[src/rtl/score_pkg.sv]
// ---------------------------------------------------------------------------
// score_pkg
// Shared definitions for the pacman scoring path: game-phase encoding, the
// binary score width and the default point values. The phase encoding is
// also used by anything that decodes the phase output.
// ---------------------------------------------------------------------------
package score_pkg;

  localparam int SCORE_W = 9;

  localparam int DEF_PELLET_PTS   = 1;
  localparam int DEF_POWER_PTS    = 5;
  localparam int DEF_GHOST_BASE   = 2;
  localparam int DEF_POWER_CYCLES = 500;
  localparam int DEF_SCORE_MAX    = 511;

  typedef enum logic [1:0] {
    IDLE  = 2'd0,
    PLAY  = 2'd1,
    POWER = 2'd2,
    OVER  = 2'd3
  } phase_e;

  // Ghost value doubles with each ghost already eaten in this power period:
  // base, 2*base, 4*base, 8*base. The combo counter saturates at 3, so the
  // fourth and later ghosts all score 8*base.
  function automatic logic [SCORE_W-1:0] ghost_points(input logic [1:0] combo,
                                                      input int         base);
    logic [SCORE_W-1:0] b;
    b = SCORE_W'(base);
    return b << combo;
  endfunction

endpackage

[src/rtl/sat_adder.sv]
// ---------------------------------------------------------------------------
// sat_adder
// Combinational add-and-clamp. The sum is formed one bit wider than the
// operands so it cannot wrap, then limited to MAX.
//
// Ports:
//   i_a   [WIDTH-1:0]  first operand
//   i_b   [WIDTH-1:0]  second operand
//   o_sum [WIDTH-1:0]  min(i_a + i_b, MAX)
// ---------------------------------------------------------------------------
module sat_adder #(
  parameter int WIDTH = 9,
  parameter int MAX   = 511
) (
  input  logic [WIDTH-1:0] i_a,
  input  logic [WIDTH-1:0] i_b,
  output logic [WIDTH-1:0] o_sum
);

  localparam logic [WIDTH:0] MAX_EXT = (WIDTH + 1)'(MAX);

  logic [WIDTH:0] w_raw;

  assign w_raw = {1'b0, i_a} + {1'b0, i_b};
  assign o_sum = (w_raw > MAX_EXT) ? MAX_EXT[WIDTH-1:0] : w_raw[WIDTH-1:0];

endmodule

[src/rtl/score_keeper.sv]
// ---------------------------------------------------------------------------
// score_keeper
// Turns one-cycle gameplay event pulses into a saturating binary score,
// keeps the best completed-game score, and runs the game-phase FSM with the
// power-pellet timer and ghost combo counter. All outputs are registered.
//
// Ports:
//   clk           system clock, rising edge
//   reset_n       asynchronous active-low reset
//   game_start    pulse: start (or restart) a game
//   pellet_eaten  pulse: normal pellet
//   power_eaten   pulse: power pellet
//   ghost_eaten   pulse: ghost eaten (only scores while powered)
//   player_dead   pulse: game over
//   score         [8:0] current score, to the BCD converter
//   high_score    [8:0] best completed-game score
//   powered       high while in POWER
//   combo         [1:0] ghosts eaten this power period, saturates at 3
//   new_high      one-cycle pulse aligned with a high_score update
//   phase         [1:0] IDLE=0, PLAY=1, POWER=2, OVER=3
// ---------------------------------------------------------------------------
module score_keeper
  import score_pkg::*;
#(
  parameter int PELLET_PTS   = DEF_PELLET_PTS,
  parameter int POWER_PTS    = DEF_POWER_PTS,
  parameter int GHOST_BASE   = DEF_GHOST_BASE,
  parameter int POWER_CYCLES = DEF_POWER_CYCLES,
  parameter int SCORE_MAX    = DEF_SCORE_MAX
) (
  input  logic               clk,
  input  logic               reset_n,
  input  logic               game_start,
  input  logic               pellet_eaten,
  input  logic               power_eaten,
  input  logic               ghost_eaten,
  input  logic               player_dead,
  output logic [SCORE_W-1:0] score,
  output logic [SCORE_W-1:0] high_score,
  output logic               powered,
  output logic [1:0]         combo,
  output logic               new_high,
  output logic [1:0]         phase
);

  localparam int               TMR_W    = $clog2(POWER_CYCLES);
  localparam logic [TMR_W-1:0] TMR_LOAD = TMR_W'(POWER_CYCLES - 1);

  phase_e             r_phase;
  logic [SCORE_W-1:0] r_score;
  logic [SCORE_W-1:0] r_high;
  logic [TMR_W-1:0]   r_timer;
  logic [1:0]         r_combo;
  logic               r_powered;
  logic               r_new_high;

  logic [SCORE_W-1:0] w_pts;
  logic [SCORE_W-1:0] w_score_sum;
  logic [1:0]         w_combo_next;

  // Points from every event in this cycle are summed before the clamp, so
  // simultaneous events saturate together. Ghosts only count while powered
  // and are valued from the combo held before this edge.
  always_comb begin
    // NOTE: default first so every path assigns w_pts and no latch is inferred.
    w_pts = '0;
    if (pellet_eaten) w_pts = w_pts + SCORE_W'(PELLET_PTS);
    if (power_eaten)  w_pts = w_pts + SCORE_W'(POWER_PTS);
    if (ghost_eaten && (r_phase == POWER))
      w_pts = w_pts + ghost_points(r_combo, GHOST_BASE);
  end

  assign w_combo_next = (ghost_eaten && (r_combo != 2'd3)) ? r_combo + 2'd1 : r_combo;

  sat_adder #(
    .WIDTH (SCORE_W),
    .MAX   (SCORE_MAX)
  ) u_sat_adder (
    .i_a   (r_score),
    .i_b   (w_pts),
    .o_sum (w_score_sum)
  );

  // NOTE: sequential state uses non-blocking assignments so every register
  // samples the pre-edge values of the others.
  always_ff @(posedge clk or negedge reset_n) begin
    if (!reset_n) begin
      r_phase    <= IDLE;
      r_score    <= '0;
      r_high     <= '0;
      r_timer    <= '0;
      r_combo    <= '0;
      r_powered  <= 1'b0;
      r_new_high <= 1'b0;
    end else begin
      r_new_high <= 1'b0;

      unique case (r_phase)
        IDLE: begin
          if (game_start) begin
            r_phase <= PLAY;
            r_score <= '0;
          end
        end

        PLAY: begin
          if (game_start) begin
            r_phase <= PLAY;
            r_score <= '0;
            r_combo <= '0;
            r_timer <= '0;
          end else if (player_dead) begin
            // Same-cycle events are discarded; the score as it stands is final.
            r_phase <= OVER;
            r_combo <= '0;
            r_timer <= '0;
            if (r_score > r_high) begin
              r_high     <= r_score;
              r_new_high <= 1'b1;
            end
          end else begin
            r_score <= w_score_sum;
            if (power_eaten) begin
              r_phase   <= POWER;
              r_timer   <= TMR_LOAD;
              r_powered <= 1'b1;
            end
          end
        end

        POWER: begin
          if (game_start) begin
            r_phase   <= PLAY;
            r_score   <= '0;
            r_combo   <= '0;
            r_timer   <= '0;
            r_powered <= 1'b0;
          end else if (player_dead) begin
            r_phase   <= OVER;
            r_combo   <= '0;
            r_timer   <= '0;
            r_powered <= 1'b0;
            if (r_score > r_high) begin
              r_high     <= r_score;
              r_new_high <= 1'b1;
            end
          end else begin
            r_score <= w_score_sum;
            if (power_eaten) begin
              // A fresh power pellet extends the period but keeps the combo.
              r_timer <= TMR_LOAD;
              r_combo <= w_combo_next;
            end else if (r_timer == '0) begin
              // Timer loaded with POWER_CYCLES-1 and counted down to 0, so
              // POWER has been visible for exactly POWER_CYCLES cycles.
              r_phase   <= PLAY;
              r_powered <= 1'b0;
              r_combo   <= '0;
            end else begin
              r_timer <= r_timer - 1'b1;
              r_combo <= w_combo_next;
            end
          end
        end

        OVER: begin
          if (game_start) begin
            r_phase <= PLAY;
            r_score <= '0;
          end
        end

        default: r_phase <= IDLE;
      endcase
    end
  end

  assign score      = r_score;
  assign high_score = r_high;
  assign powered    = r_powered;
  assign combo      = r_combo;
  assign new_high   = r_new_high;
  assign phase      = r_phase;

endmodule

[config.mk]
export PLATFORM = sky130hd
export DESIGN_NAME = score_keeper
export DESIGN_NICKNAME = d
export VERILOG_FILES = /design/src/rtl/score_pkg.sv /design/src/rtl/sat_adder.sv /design/src/rtl/score_keeper.sv
export SDC_FILE = /design/constraint.sdc
export NUM_CORES = 1
export LEC_CHECK = 0
export BUFFER_PORTS_ARGS = -buffer_cell sky130_fd_sc_hd__buf_4
export CORE_AREA = 2 2 132 70
export DETAILED_ROUTE_END_ITERATION = 8
export DIE_AREA = 0 0 134 72
export GPL_ROUTABILITY_DRIVEN = 1
export GPL_TIMING_DRIVEN = 0
export SYNTH_ARGS = -nofsm -noshare
export SYNTH_HDL_FRONTEND = slang
export SYNTH_SLANG_ARGS = --single-unit
[constraint.sdc]
create_clock -name clk -period 4 [get_ports clk]
set_input_delay 0.2 -clock clk [delete_from_list [all_inputs] [get_ports clk]]
set_output_delay 0.2 -clock clk [all_outputs]
set_load 0.01 [all_outputs]
==> impl_metrics.yaml, run 1 <==
routing:
  final_routed_wirelength_across_all_metal_layers_mm: 5.85
  post-route-drc-count: 0
  post_drt_via_cell_ratio: 4.87
  final_antenna_net_count: 0
  drt_first_iter_violations: 104
  route.detailed.wl_per_inst_um: 14.9
  vias: 1915
  dr.pass1.iters: 5
final_layout:
  layout.nets: 309
  area_delta_synth_final_pct: 22.3
  design_area_mm2: 0.00281
  antenna_diode_count: 0
  drive_above_1_share_pct: 21.7
  fill_cells: 859
logic_synthesis:
  synthArstFlopShare_pct: 100
  synth_ff_type: "sky130_fd_sc_hd__dfrtp_1"
  synthMostInstantiatedCell: "sky130_fd_sc_hd__dfrtp_1"
  synthesis.nets: 272
  synthTopCellsByArea: "sky130_fd_sc_hd__dfrtp_1 (36%), sky130_fd_sc_hd__ha_1 (14%), sky130_fd_sc_hd__mux2_2 (5.4%), sky130_fd_sc_hd__inv_1 (3.9%), sky130_fd_sc_hd__a21oi_1 (3.5%)"
  syn_area_per_cell_um2: 9.67
  top_cell_type_s_share_of_synthesized_area_pct: 35.9
  number_of_flops_mapped_to_enable_cells_by_yosys: 0
  synth.cell_area_mm2: 0.00230
  synth.distinct_cells: 51
  postSynthCellCount: 238
  synth.cells.most_frequent: "sky130_fd_sc_hd__dfrtp_1 (33), sky130_fd_sc_hd__ha_1 (25), sky130_fd_sc_hd__inv_1 (24)"
  synth.yosys.seq_area_share_pct: 35.9
  yosys_register_bits: 33
  synth.largest_area_cell: "sky130_fd_sc_hd__dfrtp_1"
  yosys_warnings: 0
placed_design:
  dpl_cell_area_mm2: 0.00267
  gpl.final_weighted_congestion: 0.853
  place_ws_ns: 0.781
  dp_hpwl_mm: 4.66
  io_buffer_count: 29
floorplanning:
  die_x_um: 134
  ioPinCount: 31
  die_height_um: 72
  placementRows: 24
  core_mm2: 0.00844
  start_util_pct: 27.3
  die_area_mm2: 0.00965
clock_tree:
  clkLatencyLatePin_ns: 0.28
  h-tree-depth: 2
  postCtsResizedCells: 0
  cts_root_buf: "sky130_fd_sc_hd__clkbuf_16"
  cts_buffers: 5
  number_of_sinks_handled_by_clock_tree_synthesis: 33
  cts.path.max_buffers: 2
  cts.clk_slew.worst_paths_ns: 0.05
  cts_tree: "done"
sta:
  final-max-slew-violation-count: 0
  max_freq_mhz: 309
  finalWorstPathRequiredPeriod_ns: 3.24
  slew_headroom_pct: 59.9
  finalHoldWorstSlack_ns: 0.173
  report.final.hold_viol_count: 0
  fin_crit_sh_pct: 81.0
  setup_clock_skew_after_layout_ns: 0.00559
  worst-slew-pin-transition_ns: 0.601
  grt_setup_unrepaired: "no"
  fin_ws_ns: 0.761
  setup_viol_count_final: 0
  post_route_setup_tns_ns: 0
worst_setup_path:
  crit_type: "reg2reg"
  ff2ff_path_depth: 11
  arrival_time_at_the_worst_endpoint_ns: 3.40
  crit_path_end_kind: "flip-flop"
  worst_reg2reg_startpoint: "combo[0]"
  worstSetupStartpointType: "flip-flop"
  r2r_end: "score[8]"
  critPathMaxFanout: 5
  worst_ep_required_time_ns: 4.17
  timing.reg2reg.setup_slack_ns: 0.76
global_routing:
  grt.total_usage_pct: 13.0
  largest_net_degree_at_the_start_of_global_routing: 34
  gr-total-overflow: 0
  antenna_found_initial: 0
  grt_pass1_vias: 1814
  first_pass_grt_wire_length_mm: 9.67
pwr:
  pwr_density_cell_mw_per_mm2: 539
  power.ir.vdd_worst_uv: 187
  power.leakage_nw: 1.33
  finalPower_mw: 1.52
hold_path:
  holdCritPathClass: "in2reg"
  min_delay_path_depth: 2
  hold_path_startpoint: "game_start"
  hold-path-endpoint: "score[6]"
status:
  outcome: "finished, final reports clean"
flow_run:
  cap_violations: 0
## where the power goes
group	switching, mW	internal (mW)
clock	0.140	0.228
combinational	0.380	0.275
sequential	0.0890	0.404
## worst max-delay path by stage
| stage | cells past startpoint | start | to |
|---|---|---|---|
| 5_1_grt | 11 | combo[0] | score[8] |
| 2_1_floorplan | 11 | combo[0] | score[8] |
| 4_1_cts | 11 | combo[0] | score[8] |
| 3_3_place_gp | 11 | combo[0] | score[8] |
| 3_5_place_dp | 11 | combo[0] | score[8] |
| 6_report | 11 | combo[0] | score[8] |
## what timing repair did
item                                   CTS  global route
setup endpoints to repair                0             0
hold buffers                             1             0
endpoints found under the hold margin   33             0
buffers inserted                         0             0
## metrics by stage
step / util (%) / std cells
4_1_cts: 33.3 / 393
3_5_place_dp: 31.6 / 384
5_1_grt: 33.3 / 393
3_3_place_gp: 31.6 / 384
6_report: 33.3 / 393
2_1_floorplan: - / 238
## metal layers
layer / vias up / wire (um) / GRT usage, %
met5: - / 0 / 0
met4: 0 / 55 / 4.26
met3: 4 / 297 / 3.63
met2: 45 / 2130 / 16.2
met1: 917 / 3370 / 20.5
li1: 949 / - / -
## kinds of logic after synthesis
logic type | after synthesis | share of synthesized area, %
compound gates | 67 | 19.8
xor+xnor | 4 | 1.52
fa+ha+maj | 27 | 15.3
buf+inv | 26 | 4.73
flops | 33 | 35.9
mux | 13 | 6.25
simple gates | 68 | 16.5
## flip-flops by register name (all words and copies together) (netlist names)
register and cells:
combo 2, score 9, powered 1, new_high 1, high_score 9, r_timer 9
phase 2
## cell type report
| type | count | area [um2] | area share, % |
|---|---|---|---|
| Buffer | 2 | 18.8 | 0.667 |
| Clock inverter | 2 | 10.0 | 0.356 |
| Clock buffer | 6 | 129 | 4.58 |
| Sequential cell | 33 | 826 | 29.3 |
| Tap cell | 117 | 146 | 5.20 |
| Multi-Input combinational cell | 179 | 1370 | 48.6 |
| Timing Repair Buffer | 30 | 228 | 8.09 |
| Inverter | 24 | 90.1 | 3.20 |
## layout by cell type (no fill, tap or decap), drive strengths merged, types with 3 or more instances in the layout
master / Yosys / layout
a21o: 4 / 4
a21oi: 16 / 16
a22o: 6 / 6
a31oi: 7 / 7
buf: 0 / 29
clkbuf: 2 / 8
dfrtp: 33 / 33
ha: 25 / 25
inv: 24 / 24
mux2: 11 / 11
nand2: 19 / 19
nand3: 10 / 10
nor2: 11 / 11
nor2b: 7 / 7
nor3: 6 / 6
nor4: 3 / 3
o211ai: 3 / 3
o21ai: 14 / 14
xnor2: 4 / 4
## critical path, cell delays in order (launching register included)
cell	delay, ns
sky130_fd_sc_hd__dfrtp_1	0.42
sky130_fd_sc_hd__inv_1	0.11
sky130_fd_sc_hd__ha_1	0.22
sky130_fd_sc_hd__ha_1	0.21
sky130_fd_sc_hd__fa_1	0.43
sky130_fd_sc_hd__mux2_2	0.27
sky130_fd_sc_hd__ha_1	0.25
sky130_fd_sc_hd__a211oi_2	0.29
sky130_fd_sc_hd__o21ai_1	0.17
sky130_fd_sc_hd__or4_1	0.52
sky130_fd_sc_hd__a21oi_1	0.16
sky130_fd_sc_hd__nor3_1	0.07
(Power assumes the default switching activity.)
==> run 2, diff against run 1 <==
==> constraint.sdc (replaced) <==
create_clock -name clk -period 2.7 [get_ports clk]
set_input_delay 0.135 -clock clk [delete_from_list [all_inputs] [get_ports clk]]
set_output_delay 0.135 -clock clk [all_outputs]
set_load 0.01 [all_outputs]
==> run 2 against run 1 <==
The flow now finishes with violations (setup timing). Non-clock buffer count up 11. Fmax up 11%. Final cell count up 2.8%. Critical endpoint unchanged.
==> impl_metrics.yaml, run 2 (same netlist as run 1, synthesis figures left out) <==
final_layout:
  layout.core_utilization_pct: 35.7
  layout.nets: 320
  most_frequent_standard_cell_in_the_layout_excluding_fill_and_tap_cells: "sky130_fd_sc_hd__buf_4"
  drive_above_1_share_pct: 29.6
  fill_cells: 839
  mostFrequentLayoutCells: "sky130_fd_sc_hd__buf_4 (40), sky130_fd_sc_hd__dfrtp_1 (33), sky130_fd_sc_hd__inv_1 (23)"
  fin_cells: 404
  antenna_diode_count: 0
  area_delta_synth_final_pct: 30.8
routing:
  post_drt_via_cell_ratio: 4.84
  drt_first_iter_violations: 97
  route.detailed.wl_per_inst_um: 15.6
  vias: 1957
  dr.pass1.iters: 4
  final_antenna_net_count: 0
  final_routed_wirelength_across_all_metal_layers_mm: 6.30
  post-route-drc-count: 0
pwr:
  power.net_switching_mw: 0.915
  pwr_density_cell_mw_per_mm2: 762
  p_comb_share_pct: 44.4
  finalPower_mw: 2.29
  power.leakage_nw: 1.41
  power.share.clock_pct: 23.7
  power.share.sequential_pct: 31.8
  power_report.internal_total_mw: 1.38
  power.ir.vdd_worst_uv: 348
  switching_share_pct: 39.9
worst_setup_path:
  crit_path_end_kind: "flip-flop"
  r2r_end: "score[8]"
  timing.reg2reg.setup_slack_ns: -0.22
  worst_ep_required_time_ns: 2.86
  worst_reg2reg_startpoint: "combo[0]"
  arrival_time_at_the_worst_endpoint_ns: 3.08
  ff2ff_path_depth: 11
  critPathMaxFanout: 4
  worstSetupStartpointType: "flip-flop"
  crit_type: "reg2reg"
placed_design:
  io_buffer_count: 29
  place_ws_ns: -0.314
  dp_hpwl_mm: 4.72
  dp.cells: 384
  gpl.final_weighted_congestion: 0.833
clock_tree:
  cts_buffers: 5
  number_of_sinks_handled_by_clock_tree_synthesis: 33
  cts_tree: "done"
  h-tree-depth: 2
  cts_root_buf: "sky130_fd_sc_hd__clkbuf_16"
  cts.clk_slew.worst_paths_ns: 0.05
  clkLatencyLatePin_ns: 0.27
  cts.path.max_buffers: 2
sta:
  report.final.hold_viol_count: 0
  fin_crit_sh_pct: 108
  setup_clock_skew_after_layout_ns: 0.00307
  slew_headroom_pct: 63.4
  worst-slew-pin-transition_ns: 0.548
  finalWorstPathRequiredPeriod_ns: 2.92
  fin_ws_ns: -0.221
  final-max-slew-violation-count: 0
  max_freq_mhz: 342
  setup_viol_count_final: 9
  post_route_setup_tns_ns: -1.19
  grt_setup_unrepaired: "yes"
hold_path:
  hold_path_startpoint: "game_start"
  holdCritPathClass: "in2reg"
  hold-path-endpoint: "score[6]"
  min_delay_path_depth: 2
flow_run:
  cap_violations: 0
global_routing:
  antenna_found_initial: 0
  gr-total-overflow: 0
  grt_pass1_vias: 1948
  largest_net_degree_at_the_start_of_global_routing: 34
  grt.total_usage_pct: 14.1
  first_pass_grt_wire_length_mm: 10.6
floorplanning:
  core_mm2: 0.00844
  placementRows: 24
  start_util_pct: 27.3
  die_x_um: 134
  ioPinCount: 31
  die_height_um: 72
  die_area_mm2: 0.00965
status:
  outcome: "complete, but fails checks"
  violations: "setup timing"
## run 2: final cells by class
cell class | count | area (um2) | area share [%]
multi-input combinational | 179 | 1480 | 49.2
sequential | 33 | 826 | 27.4
timing repair buffer | 41 | 310 | 10.3
tap | 117 | 146 | 4.86
clock buffer | 6 | 129 | 4.28
inverter | 24 | 90.1 | 2.99
buffer | 2 | 18.8 | 0.623
clock inverter | 2 | 10.0 | 0.333
## run 2: how the worst max path moves through the flow
stage	endpoint	slack, ns	start	cells after the start
after CTS	score[8]	-0.19	combo[0]	11
after global routing	score[8]	-0.35	combo[0]	11
after floorplan	score[8]	-0.14	combo[1]	11
after global placement	score[8]	-0.26	combo[0]	11
final	score[8]	-0.22	combo[0]	11
after detailed placement	score[8]	-0.31	phase[0]	11
## run 2: power by group through the flow
stage	Sequential, mW	Clock [mW]	Combinational [mW]
after floorplan	0.726	0	0.657
after global placement	0.738	0	0.947
after global routing	0.747	0.587	1.15
after detailed placement	0.740	0	0.965
after CTS	0.728	0.551	1.00
final	0.730	0.545	1.02
## run 2: stage by stage
stage               hold slack [ns]  cell area, um2
floorplan                    -0.161            2320
detailed placement            0.114            2690
finish                        0.104            3010
global route                  0.110            3010
global placement              0.114            2690
CTS                           0.109            2970
## run 2: repair_timing
item / in CTS / in global routing
endpoints found under the hold margin: 33 / 0
setup buffers: 9 / 2
pin swaps: 11 / 4
hold buffers: 1 / 0
resized for setup: 13 / 4
endpoints found under the setup margin: 9 / 9
## run 2: worst max-delay path, cell delays in order, from the launching register on
cell and delay [ns]:
sky130_fd_sc_hd__dfrtp_1 0.39, sky130_fd_sc_hd__inv_2 0.07, sky130_fd_sc_hd__ha_4 0.16, sky130_fd_sc_hd__ha_4 0.15, sky130_fd_sc_hd__fa_1 0.43, sky130_fd_sc_hd__mux2_4 0.29
sky130_fd_sc_hd__ha_4 0.23, sky130_fd_sc_hd__o211ai_1 0.26, sky130_fd_sc_hd__o21ai_2 0.11, sky130_fd_sc_hd__or4_4 0.53, sky130_fd_sc_hd__a21oi_2 0.12, sky130_fd_sc_hd__nor3_1 0.06
## run 2: routing by layer
| layer | GRT usage [%] | vias to the layer above | share of wire [%] |
|---|---|---|---|
| met5 | 0 | - | 0 |
| met4 | 3.07 | 0 | 0.30 |
| met3 | 2.80 | 2 | 7.1 |
| met2 | 19.0 | 54 | 39 |
| met1 | 22.5 | 928 | 54 |
| li1 | - | 973 | - |
